`src/rtl/instr_encoder.sv`:
```
// RV32I field-bundle to machine-word encoder with range checking, sequential
// instruction-memory addressing and a single registered output stage.
module instr_encoder #(
   parameter int unsigned       ADDR_W    = 32,
   parameter logic [ADDR_W-1:0] BASE_ADDR = '0
) (
   input  logic              clk,
   input  logic              reset,
   input  logic              restart,
   input  logic              in_valid,
   output logic              in_ready,
   input  logic [2:0]        fmt,
   input  logic [6:0]        opcode,
   input  logic [2:0]        func3,
   input  logic [6:0]        func7,
   input  logic [4:0]        rd,
   input  logic [4:0]        rs1,
   input  logic [4:0]        rs2,
   input  logic [31:0]       imm,
   output logic              out_valid,
   input  logic              out_ready,
   output logic [31:0]       out_instr,
   output logic [ADDR_W-1:0] out_addr,
   output logic              out_err,
   output logic [15:0]       err_count
);

   localparam logic [31:0] NOP = 32'h0000_0013;

   typedef enum logic {EMPTY, FULL} state_e;

   state_e              state_q;
   logic [31:0]         instr_q;
   logic [ADDR_W-1:0]   addr_q, cnt_q, tag;
   logic                err_q;
   logic [15:0]         errcnt_q;
   logic [31:0]         enc, instr_d;
   logic                bad, is_shift, accept, out_fire;

   assign out_valid = (state_q == FULL);
   assign in_ready  = !out_valid || out_ready;
   assign accept    = in_valid && in_ready;
   assign out_fire  = out_valid && out_ready;
   // restart outranks the counter for a bundle accepted in the same cycle
   assign tag       = restart ? BASE_ADDR : cnt_q;

   assign out_instr = instr_q;
   assign out_addr  = addr_q;
   assign out_err   = err_q;
   assign err_count = errcnt_q;

   always_comb begin
      is_shift = (opcode == 7'h13) && (func3 == 3'd1 || func3 == 3'd5);
      enc      = NOP;
      bad      = 1'b0;
      case (fmt)
         3'd0: enc = {func7, rs2, rs1, func3, rd, opcode};
         3'd1: begin
            if (is_shift) begin
               enc = {func7, imm[4:0], rs1, func3, rd, opcode};
               bad = |imm[31:5];
            end else begin
               enc = {imm[11:0], rs1, func3, rd, opcode};
               bad = !(&imm[31:11] || ~|imm[31:11]);
            end
         end
         3'd2: begin
            enc = {imm[11:5], rs2, rs1, func3, imm[4:0], opcode};
            bad = !(&imm[31:11] || ~|imm[31:11]);
         end
         3'd3: begin
            enc = {imm[12], imm[10:5], rs2, rs1, func3, imm[4:1], imm[11], opcode};
            bad = !(&imm[31:12] || ~|imm[31:12]) || imm[0];
         end
         3'd4: begin
            enc = {imm[31:12], rd, opcode};
            bad = |imm[11:0];
         end
         3'd5: begin
            enc = {imm[20], imm[10:1], imm[11], imm[19:12], rd, opcode};
            bad = !(&imm[31:20] || ~|imm[31:20]) || imm[0];
         end
         default: bad = 1'b1;
      endcase
      instr_d = bad ? NOP : enc;
   end

   always_ff @(posedge clk or posedge reset) begin
      if (reset) begin
         state_q  <= EMPTY;
         instr_q  <= NOP;
         addr_q   <= BASE_ADDR;
         err_q    <= 1'b0;
         cnt_q    <= BASE_ADDR;
         errcnt_q <= '0;
      end else begin
         if (restart)
            errcnt_q <= '0;
         else if (out_fire && err_q && errcnt_q != 16'hFFFF)
            errcnt_q <= errcnt_q + 16'd1;

         if (accept) begin
            state_q <= FULL;
            instr_q <= instr_d;
            err_q   <= bad;
            addr_q  <= tag;
            cnt_q   <= tag + ADDR_W'(4);
         end else begin
            if (restart)  cnt_q   <= BASE_ADDR;
            if (out_fire) state_q <= EMPTY;
         end
      end
   end

endmodule
```
`config.mk`:
```
export PLATFORM = sky130hd
export DESIGN_NAME = instr_encoder
export DESIGN_NICKNAME = d
export VERILOG_FILES = /design/src/rtl/instr_encoder.sv
export SDC_FILE = /design/constraint.sdc
export NUM_CORES = 1
export LEC_CHECK = 0
export ABC_AREA = 1
export BUFFER_PORTS_ARGS = -buffer_cell sky130_fd_sc_hd__clkbuf_2
export CAP_MARGIN = 20
export CORE_MARGIN = 10
export CORE_UTILIZATION = 42
export CTS_BUF_LIST = sky130_fd_sc_hd__clkbuf_4 sky130_fd_sc_hd__clkbuf_8 sky130_fd_sc_hd__clkbuf_16
export DETAILED_ROUTE_END_ITERATION = 10
export RECOVER_POWER = 25
export SLEW_MARGIN = 40
export SYNTH_ARGS = -nofsm -noshare
export SYNTH_HDL_FRONTEND = slang
export SYNTH_SLANG_ARGS = --single-unit
```
`constraint.sdc`:
```
create_clock -name clk -period 7.6 [get_ports clk]
set_input_delay 2.28 -clock clk [delete_from_list [all_inputs] [get_ports clk]]
set_output_delay 2.28 -clock clk [all_outputs]
set_load 0.005 [all_outputs]
```
======== Word level (Yosys, flattened, before mapping) ========
Cells that the tools add are included.
Widths: inputs -> output; s select.
cells by class
  $add $sub $neg .......................... 2
  shift operators ......................... 0
  reduce and logical (&&, ||, !) cells .... 30
  div/mod/pow operators ................... 0
  $lt $le $gt $ge ......................... 0
  equal/unequal tests ..................... 9
  multipliers ............................. 0
  mux-type cells .......................... 11
  bitwise gates (word level) .............. 0
operators with widths
  kind                   number
  $pmux 32 s6            1
  $mux 32                4
  $add 32x3->32 const B  1
  $mux 16                2
  $reduce_or 27->1       1
  $reduce_or 12->1       2
  $reduce_and 21->1      1
  $reduce_or 21->1       1
  $reduce_and 20->1      1
  $reduce_or 20->1       1
  $add 16x1->16 const B  1
  $ne 16x16->1 const B   1
  $reduce_and 12->1      1
  $eq 3x3->1 const B     3
  $eq 7x5->1 const B     1
  $logic_not 1->1        7
  $logic_or 1x1->1       7
  $eq 3x1->1 const B     2
  $eq 3x2->1 const B     2
  $pmux 1 s6             1
  $logic_and 1x1->1      5
  $reduce_bool 2->1      2
  $logic_not 3->1        1
  $mux 1                 3
storage, ports and cells
  RAM bits ................................ 0
  ROM bits ................................ 0
  register bits ........................... 114
  input bits .............................. 72
  bits in latches ......................... 0
  memories kept ........................... 0

======== Logic depth before layout (Yosys ltp) ========
Gate-level depths: netlist of run 1.
  depth after elaboration ................. 7
  mapped depth ............................ 14

======== Least setup slack after synthesis of run 1 ========
Ideal clock, no wire load.
  kind .................................... input port to output port
  start point ............................. input out_ready
  end point ............................... output in_ready
  stages on the path ...................... 2
  required time ........................... 5,320 ps
  path buffers ............................ 0
  slack ................................... 2,937 ps
  arrival ................................. 2,383 ps
  path through ............................ inv_1 > nand2_1
on the way
  cells in the longest elaborated chain, start to end .. 1
RTL lines
  item                RTL line  text
  start: declaration  21        input logic out_ready,
  $logic_or 1x1->1    41        assign in_ready = !out_valid || out_ready;
  end: declaration    11        output logic in_ready,
Every way passes these cells.

======== Final worst setup path of run 1 ========
Ends and elaborated chain as after synthesis.

==> metrics.txt, run 1 <==
# TYPE chip_impl_metric gauge
chip_impl_metric{name="finish.net_count",unit=""} 1138
chip_impl_metric{name="detail_route.wirelength",unit="um"} 19400
chip_impl_info{name="cts_tree",value="yes"} 1
chip_impl_info{name="rsz0062_at_grt",value="false"} 1
chip_impl_info{name="ys.flop_type",value="dfrtp_1"} 1
chip_impl_metric{name="seq_area_frac_synth",unit="%"} 43.4
chip_impl_metric{name="synth.yosys.warnings",unit=""} 0
chip_impl_metric{name="clk_transition_reported_paths",unit="ns"} 0.06
chip_impl_metric{name="p_total",unit="mW"} 1.61
chip_impl_metric{name="post_drt_via_cell_ratio",unit=""} 4.89
chip_impl_info{name="timing.critical_path.to_type",value="primary output"} 1
chip_impl_metric{name="power.share.clock",unit="%"} 48.1
chip_impl_metric{name="global_route.usage.met1",unit="%"} 22.7
chip_impl_metric{name="async_s_r_ff_share_synth",unit="%"} 100
chip_impl_metric{name="cap_violations",unit=""} 1
chip_impl_metric{name="holdBufCountCts",unit=""} 0
chip_impl_info{name="netlist_top_cells_area",value="dfrtp_1 (42%), nand2_1 (18%), nor2_1 (7.2%)"} 1
chip_impl_metric{name="switchingPower",unit="uW"} 459
chip_impl_metric{name="pwr-share-seq",unit="%"} 40.4
chip_impl_metric{name="numClockSinks",unit=""} 114
chip_impl_metric{name="netlist_area_before_placement",unit="um^2"} 6580
chip_impl_metric{name="gr-total-overflow",unit=""} 0
chip_impl_metric{name="grt_max_degree",unit=""} 69
chip_impl_metric{name="placeableCoreArea",unit="um^2"} 15300
chip_impl_metric{name="finalClockSkew",unit="ns"} 0.00863
chip_impl_metric{name="chipHeight",unit="um"} 145
chip_impl_metric{name="worst_path_largest_cell_delay",unit="ns"} 0.17
chip_impl_info{name="hp-class",value="register to register"} 1
chip_impl_metric{name="max_slew.worst_pin.slew",unit="ns"} 2.08
chip_impl_metric{name="postRouteAntennaNets",unit=""} 0
chip_impl_metric{name="synth-seq-cells",unit=""} 114
chip_impl_info{name="cts-root-buf",value="clkbuf_16"} 1
chip_impl_metric{name="clk_path_buf_depth",unit=""} 2
chip_impl_metric{name="cp_data_arrival_time",unit="ns"} 2.71
chip_impl_metric{name="top_level_ports",unit=""} 155
chip_impl_metric{name="final_core_utilization",unit="%"} 52.8
chip_impl_metric{name="internal-power",unit="mW"} 1.15
chip_impl_metric{name="detailedRoute.firstIterationViolations",unit=""} 442
chip_impl_metric{name="grt_first_pass_wirelength",unit="um"} 32200
chip_impl_info{name="run_status",value="finished with violations"} 1
chip_impl_metric{name="number_of_detailed_routing_iterations_run_before_antenna_repair",unit=""} 5
chip_impl_metric{name="floorplan.die.width",unit="um"} 145
chip_impl_metric{name="cellLeakagePower",unit="nW"} 4.16
chip_impl_metric{name="number_of_global_route_vias_before_repair",unit=""} 6309
chip_impl_metric{name="tritoncts.num_buffers",unit=""} 17
chip_impl_metric{name="post-cts-setup-buffer-count",unit=""} 0
chip_impl_metric{name="power_density",unit="nW/um^2"} 200
chip_impl_metric{name="start_util",unit="%"} 43.1
chip_impl_metric{name="final-setup-viol-count",unit=""} 0
chip_impl_metric{name="grt_util_met2",unit="%"} 29.9
chip_impl_info{name="timing.critical_path.mode_cell",value="clkbuf_2"} 1
chip_impl_metric{name="worstSkewPairLatency",unit="ns"} 0.42
chip_impl_info{name="violated_checks",value="max-capacitance violations, max-slew violations"} 1
chip_impl_metric{name="area_growth_syn_to_layout",unit="%"} 22.3
chip_impl_metric{name="last_weighted_congestion_value_of_the_routability_driven_placer",unit=""} 0.895
chip_impl_metric{name="fmaxAchievable",unit="GHz"} 0.201
chip_impl_metric{name="cts.htree.levels",unit=""} 4
chip_impl_metric{name="use_met3",unit="%"} 6.58
chip_impl_info{name="yosys.cell_count.top_type",value="nand2_1"} 1
chip_impl_info{name="synth_area_leader_cell",value="dfrtp_1"} 1
chip_impl_metric{name="synth.net_count",unit=""} 994
chip_impl_metric{name="drive_above_1_share",unit="%"} 21.0
chip_impl_metric{name="vias",unit=""} 6304
chip_impl_info{name="path_cells",value="clkbuf_2 -> inv_1 -> nand2_1 -> clkbuf_2"} 1
chip_impl_metric{name="rows",unit=""} 45
chip_impl_metric{name="power_frac_comb",unit="%"} 11.5
chip_impl_metric{name="tns",unit="ns"} 0
chip_impl_metric{name="synth_enable_flop_cells",unit=""} 0
chip_impl_metric{name="placed_area",unit="um^2"} 7480
chip_impl_metric{name="relSlewSlack",unit="%"} -39.2
chip_impl_metric{name="power_switching_share",unit="%"} 28.5
chip_impl_metric{name="worst_ir_drop_vdd",unit="V"} 0.000167
chip_impl_metric{name="detailedPlacementHpwl",unit="um"} 14600
chip_impl_info{name="worst-setup-path-type",value="input pin to primary output"} 1
chip_impl_metric{name="postLayoutCellArea",unit="um^2"} 8050
chip_impl_info{name="gr-max-usage-layer",value="met2"} 1
chip_impl_metric{name="fin_crit_sh",unit="%"} 65.6
chip_impl_metric{name="die-area",unit="um^2"} 21100
chip_impl_metric{name="timing.final.max_slew_violations",unit=""} 48
chip_impl_metric{name="post_synth.cell_area_avg",unit="um^2"} 7.15
chip_impl_metric{name="grt.total_usage",unit="%"} 18.5
chip_impl_info{name="library_cell_contributing_the_largest_single_delay_on_the_critical_path",value="clkbuf_2"} 1
chip_impl_metric{name="cells_resized_by_post_cts_repair",unit=""} 0
chip_impl_metric{name="drc",unit=""} 0
chip_impl_info{name="synth_top_cells_by_count",value="nand2_1 (319), nor2_1 (126), dfrtp_1 (111), nand3_1 (84), inv_1 (81)"} 1
chip_impl_info{name="critPathLaunchType",value="input pin"} 1
chip_impl_metric{name="n_antenna_cell",unit=""} 0
chip_impl_metric{name="antenna_found_initial",unit=""} 0
chip_impl_metric{name="yosys.area.top_type_share",unit="%"} 42.2
chip_impl_metric{name="io_buffer_count",unit=""} 154
chip_impl_metric{name="timing.critical_path.required",unit="ns"} 5.32
chip_impl_metric{name="finalWorstPathRequiredPeriod",unit="ns"} 4.99
chip_impl_metric{name="crit_fanout",unit=""} 3
chip_impl_metric{name="detail_route.wl_per_cell",unit="um"} 15.1
chip_impl_metric{name="netlist_instances",unit=""} 920
chip_impl_metric{name="hold_viol",unit=""} 0
chip_impl_metric{name="post_synth_num_cell_types",unit=""} 42
chip_impl_metric{name="final.fill_count",unit=""} 1556
[sequential cells by signal, indices dropped and copies added, names as in the netlist]
signal,count
err_count,16
out_err,1
out_instr,32
out_addr,32
out_valid,1
cnt_q,32
[area by class of cell]
cell class / count / area, um^2 / area share [%]
Inverter: 85 / 320 / 3.98
Multi-Input combinational cell: 687 / 3220 / 40.0
Sequential cell: 114 / 2860 / 35.5
Timing Repair Buffer: 159 / 816 / 10.1
Tap cell: 211 / 264 / 3.28
Clock inverter: 15 / 150 / 1.87
Clock buffer: 17 / 425 / 5.28
[critical path, delay by kind of cell]
| kind | cells | cell delay (ns) |
|---|---|---|
| and+or+nand+nor | 1 | 0.13 |
| buffers and inverters | 3 | 0.29 |
[worst paths after layout]
check / startpoint / to / slack, ns / cells after the start
min in group asynchronous: reset / err_count[4] / 2.38 / 2
min reg2reg: out_instr[26] / out_instr[26] / 0.48 / 2
min: out_instr[26] / out_instr[26] / 0.48 / 2
max: out_ready / in_ready / 2.61 / 4
max reg2reg: out_valid / cnt_q[28] / 5.39 / 9
max in group asynchronous: reset / cnt_q[0] / 3.86 / 3
[layout by cell type, fill, tap and decap left out, types with 2 or more instances in the layout]
cell type,netlist,final
clkbuf_2,0,154
nand4_1,17,17
nand2_1,319,317
nand3_2,3,3
nor2_1,126,127
inv_6,0,5
dfstp_2,3,3
ha_1,2,2
a211oi_1,2,2
clkinv_4,0,6
o21ai_0,35,35
xor2_1,24,24
or2_2,4,4
o211ai_1,2,2
nand2_2,2,3
nor2_4,3,3
nor3_1,16,16
inv_2,3,3
nand3b_1,10,10
xnor2_1,6,6
nor2_2,6,6
a21oi_1,9,9
nand3_1,84,84
buf_4,4,2
clkbuf_16,0,17
nor3_2,3,3
dfrtp_1,111,111
inv_1,81,80
[metrics by stage]
| step | hold slack, ns | setup slack, ns | cells |
|---|---|---|---|
| finish | 0.477 | 2.61 | 1288 |
| global route | 0.506 | 2.56 | 1288 |
| global placement | 0.465 | 2.61 | 1255 |
| CTS | 0.483 | 2.60 | 1287 |
| floorplan | 0.459 | 2.31 | 920 |
| detailed placement | 0.467 | 2.60 | 1255 |
[cell families (layout without fill, tap and decap cells)]
group	count (synthesis)	after routing	synth area share (%)
xor+xnor	30	30	3.99
simple gates	599	599	39.7
mux	1	1	0.152
buf+inv	119	276	7.59
compound gates	55	55	4.75
fa+ha+maj	2	2	0.380
flops	114	114	43.4
[power by group through the flow]
stage / clock [mW] / sequential (mW) / combinational (mW)
after global placement: 0 / 0.663 / 0.187
final: 0.776 / 0.652 / 0.185
after global routing: 0.814 / 0.655 / 0.211
after detailed placement: 0 / 0.663 / 0.187
after floorplan: 0 / 0.660 / 0.106
after CTS: 0.789 / 0.653 / 0.187
[layer usage]
metal | routed length (um) | vias to the layer above
met5 | 0 | -
met4 | 236 | 0
met3 | 1400 | 17
met2 | 9270 | 204
met1 | 8530 | 2880
li1 | - | 3203
(Power assumes the default switching activity.)
==> run 2: changes to the inputs <==
--- a/config.mk
+++ b/config.mk
@@ -5,13 +5,14 @@
 export SDC_FILE = /design/constraint.sdc
 export NUM_CORES = 1
 export LEC_CHECK = 0
-export ABC_AREA = 1
+export ABC_AREA = 0
 export BUFFER_PORTS_ARGS = -buffer_cell sky130_fd_sc_hd__clkbuf_2
 export CAP_MARGIN = 20
 export CORE_MARGIN = 10
 export CORE_UTILIZATION = 42
 export CTS_BUF_LIST = sky130_fd_sc_hd__clkbuf_4 sky130_fd_sc_hd__clkbuf_8 sky130_fd_sc_hd__clkbuf_16
 export DETAILED_ROUTE_END_ITERATION = 10
+export PLACE_DENSITY = 0.69
 export RECOVER_POWER = 25
 export SLEW_MARGIN = 40
 export SYNTH_ARGS = -nofsm -noshare
==> constraint.sdc (replaced) <==
create_clock -name clk -period 4.48 [get_ports clk]
set_input_delay 1.344 -clock clk [delete_from_list [all_inputs] [get_ports clk]]
set_output_delay 1.344 -clock clk [all_outputs]
set_load 0.005 [all_outputs]
==> metrics.txt, run 2 <==
# TYPE chip_impl_metric gauge
chip_impl_info{name="run_status",value="finished with violations"} 1
chip_impl_info{name="violated_checks",value="max-capacitance violations, max-slew violations"} 1
chip_impl_info{name="mostFrequentLayoutCells",value="clkbuf_2 (152), dfrtp_1 (111), nand2_1 (89), nor2_1 (35), o31ai_1 (32)"} 1
chip_impl_info{name="mostFrequentLayoutCell",value="clkbuf_2"} 1
chip_impl_metric{name="antenna_found_initial",unit=""} 0
chip_impl_metric{name="grt_max_degree",unit=""} 59
chip_impl_metric{name="numClockSinks",unit=""} 114
chip_impl_metric{name="detail_route.wirelength",unit="um"} 17100
chip_impl_metric{name="io_buffer_count",unit=""} 154
chip_impl_info{name="hp-class",value="register to register"} 1
chip_impl_metric{name="cells_resized_by_post_cts_repair",unit=""} 0
chip_impl_metric{name="rows",unit=""} 42
chip_impl_metric{name="worstSkewPairLatency",unit="ns"} 0.41
chip_impl_metric{name="seq_area_frac_synth",unit="%"} 49.3
chip_impl_metric{name="number_of_detailed_routing_iterations_run_before_antenna_repair",unit=""} 5
chip_impl_info{name="critPathTopFamily",value="buffers and inverters"} 1
chip_impl_metric{name="placed_cells",unit=""} 906
chip_impl_metric{name="holdBufCountCts",unit=""} 0
chip_impl_metric{name="post_synth_num_cell_types",unit=""} 60
chip_impl_metric{name="detailedPlacementHpwl",unit="um"} 12900
chip_impl_metric{name="vias",unit=""} 5168
chip_impl_metric{name="postLayoutCellArea",unit="um^2"} 7290
chip_impl_metric{name="synth_enable_flop_cells",unit=""} 0
chip_impl_metric{name="timing.critical_path.buf_inv",unit=""} 3
chip_impl_metric{name="synth.yosys.warnings",unit=""} 0
chip_impl_metric{name="worst_ir_drop_vdd",unit="V"} 0.000239
chip_impl_metric{name="top_level_ports",unit=""} 155
chip_impl_info{name="library_cell_contributing_the_largest_single_delay_on_the_critical_path",value="clkinvlp_2"} 1
chip_impl_info{name="critPathLaunchType",value="input pin"} 1
chip_impl_metric{name="seqCellArea",unit="um^2"} 2860
chip_impl_metric{name="tns",unit="ns"} 0
chip_impl_metric{name="last_weighted_congestion_value_of_the_routability_driven_placer",unit=""} 0.927
chip_impl_metric{name="power_density",unit="nW/um^2"} 364
chip_impl_metric{name="chipHeight",unit="um"} 137
chip_impl_metric{name="start_util",unit="%"} 43.2
chip_impl_metric{name="final-setup-viol-count",unit=""} 0
chip_impl_metric{name="finalWorstPathRequiredPeriod",unit="ns"} 3.39
chip_impl_metric{name="hold_viol",unit=""} 0
chip_impl_info{name="worstHoldStart",value="cnt_q[31]"} 1
chip_impl_metric{name="grt_first_pass_wirelength",unit="um"} 27800
chip_impl_metric{name="placeableCoreArea",unit="um^2"} 13400
chip_impl_metric{name="worst_path_largest_cell_delay",unit="ns"} 1.37
chip_impl_info{name="synth_top_cells_by_count",value="dfrtp_1 (111), nand2_1 (90), nor2_1 (35), o31ai_1 (32), o21ai_0 (30)"} 1
chip_impl_metric{name="grt.total_usage",unit="%"} 18.4
chip_impl_metric{name="post-cts-setup-buffer-count",unit=""} 0
chip_impl_metric{name="n_antenna_cell",unit=""} 0
chip_impl_metric{name="finish.net_count",unit=""} 823
chip_impl_metric{name="postRouteAntennaNets",unit=""} 0
chip_impl_info{name="worst-setup-path-type",value="input pin to async pin"} 1
chip_impl_metric{name="timing.final.max_slew_violations",unit=""} 52
chip_impl_info{name="ys.flop_type",value="dfrtp_1"} 1
chip_impl_info{name="path_cells",value="clkbuf_1 -> clkinvlp_2 -> clkbuf_1"} 1
chip_impl_metric{name="clk_path_buf_depth",unit=""} 2
chip_impl_metric{name="netlist_area_before_placement",unit="um^2"} 5790
chip_impl_metric{name="async_s_r_ff_share_synth",unit="%"} 100
chip_impl_info{name="cts-root-buf",value="clkbuf_16"} 1
chip_impl_metric{name="max_slew.worst_pin.slew",unit="ns"} 2.44
chip_impl_metric{name="netlist_instances",unit=""} 601
chip_impl_metric{name="min_path_cells",unit=""} 1
chip_impl_metric{name="cp_data_arrival_time",unit="ns"} 3.74
chip_impl_metric{name="fin_crit_sh",unit="%"} 75.6
chip_impl_metric{name="synth.net_count",unit=""} 675
chip_impl_metric{name="post_synth.cell_area_avg",unit="um^2"} 9.63
chip_impl_metric{name="r2r_cells",unit=""} 6
chip_impl_metric{name="p_total",unit="mW"} 2.65
chip_impl_metric{name="yosys.area.top_type_share",unit="%"} 48.0
chip_impl_info{name="yosys.cell_count.top_type",value="dfrtp_1"} 1
chip_impl_metric{name="gr-total-overflow",unit=""} 0
chip_impl_info{name="regToRegEndpoint",value="out_instr[11]"} 1
chip_impl_metric{name="number_of_global_route_vias_before_repair",unit=""} 5411
chip_impl_metric{name="tritoncts.num_buffers",unit=""} 17
chip_impl_metric{name="timing.critical_path.required",unit="ns"} 4.83
chip_impl_info{name="rr_startpoint",value="out_valid"} 1
chip_impl_info{name="rsz0062_at_grt",value="false"} 1
chip_impl_metric{name="final_core_utilization",unit="%"} 54.4
chip_impl_metric{name="cts.htree.levels",unit=""} 4
chip_impl_metric{name="timing.reg2reg.setup_slack",unit="ns"} 2.22
chip_impl_metric{name="clk_transition_reported_paths",unit="ns"} 0.05
chip_impl_info{name="synth_area_leader_cell",value="dfrtp_1"} 1
chip_impl_info{name="cts_tree",value="yes"} 1
chip_impl_info{name="timing.critical_path.to_type",value="async pin"} 1
chip_impl_metric{name="relSlewSlack",unit="%"} -63.6
chip_impl_info{name="netlist_top_cells_area",value="dfrtp_1 (48%), nand2_1 (5.8%), o31ai_1 (4.1%)"} 1
chip_impl_metric{name="area_growth_syn_to_layout",unit="%"} 26.0
chip_impl_metric{name="synth-seq-cells",unit=""} 114
chip_impl_metric{name="finalClockSkew",unit="ns"} 0.0110
chip_impl_metric{name="fmaxAchievable",unit="GHz"} 0.295
chip_impl_info{name="worstHoldEndpoint",value="cnt_q[31]"} 1
chip_impl_info{name="timing.critical_path.mode_cell",value="clkbuf_1"} 1
chip_impl_metric{name="cap_violations",unit=""} 1
chip_impl_metric{name="cellLeakagePower",unit="nW"} 3.55
chip_impl_metric{name="placed_area",unit="um^2"} 6720
chip_impl_metric{name="multi_input_area",unit="um^2"} 2740
chip_impl_metric{name="detail_route.wl_per_cell",unit="um"} 18.2
chip_impl_metric{name="drc",unit=""} 0
chip_impl_metric{name="final.fill_count",unit=""} 1254
chip_impl_metric{name="crit_fanout",unit=""} 51
chip_impl_metric{name="die-area",unit="um^2"} 18900
chip_impl_metric{name="post_layout_nonfiller_instances",unit=""} 938
chip_impl_metric{name="drive_above_1_share",unit="%"} 28.1
chip_impl_metric{name="floorplan.die.width",unit="um"} 137
chip_impl_metric{name="detailedRoute.firstIterationViolations",unit=""} 408
chip_impl_metric{name="post_drt_via_cell_ratio",unit=""} 5.51
-- run 2: logic make-up after synthesis --
family | synth area share, %
XOR/XNOR | 4.39
multiplexers | 4.41
buffers and inverters | 3.46
AND/OR/NAND/NOR | 23.8
adder cells (fa/ha/maj) | 0.432
AO/OA/AOI/OAI | 14.2
flip-flops | 49.3
-- run 2: power by group --
group / total (mW) / switching [mW] / leakage (nW) / internal [mW]
Combinational: 0.258 / 0.157 / 1.71 / 0.101
Clock: 1.30 / 0.460 / 0.283 / 0.843
Sequential: 1.09 / 0.0242 / 1.56 / 1.07
Total: 2.65 / 0.641 / 3.55 / 2.01
-- run 2: how the worst max path moves through the flow --
| stage | from | endpoint | slack, ns | cells after the start |
|---|---|---|---|---|
| after global routing | reset | cnt_q[17] | 0.60 | 3 |
| after detailed placement | imm[27] | out_instr[8] | 0.96 | 7 |
| after global placement | imm[27] | out_instr[26] | 1.03 | 7 |
| after floorplan | reset | cnt_q[0] | 0.13 | 1 |
| after CTS | out_ready | in_ready | 1.22 | 3 |
| final | reset | cnt_q[17] | 1.09 | 3 |
-- run 2: routing by layer --
layer  track usage [%]  part of all wire, %
met1              23.6                   44
met2              28.2                   45
met3              6.96                  9.2
met4              5.74                  1.3
met5                 0                    0
-- run 2: cell type report --
class	count	area share (%)
clock buffers	21	6.33
multi-input cells	437	37.6
inverters	14	0.738
well taps	176	3.02
flip-flops and latches	114	39.2
clock inverters	11	1.54
repair buffers	165	11.6
-- run 2: metrics by stage --
stage	hold slack [ns]	setup slack, ns
6_report	0.462	1.09
5_1_grt	0.475	0.596
4_1_cts	0.462	1.22
3_5_place_dp	0.452	0.960
3_3_place_gp	0.440	1.03
2_1_floorplan	0.424	0.125
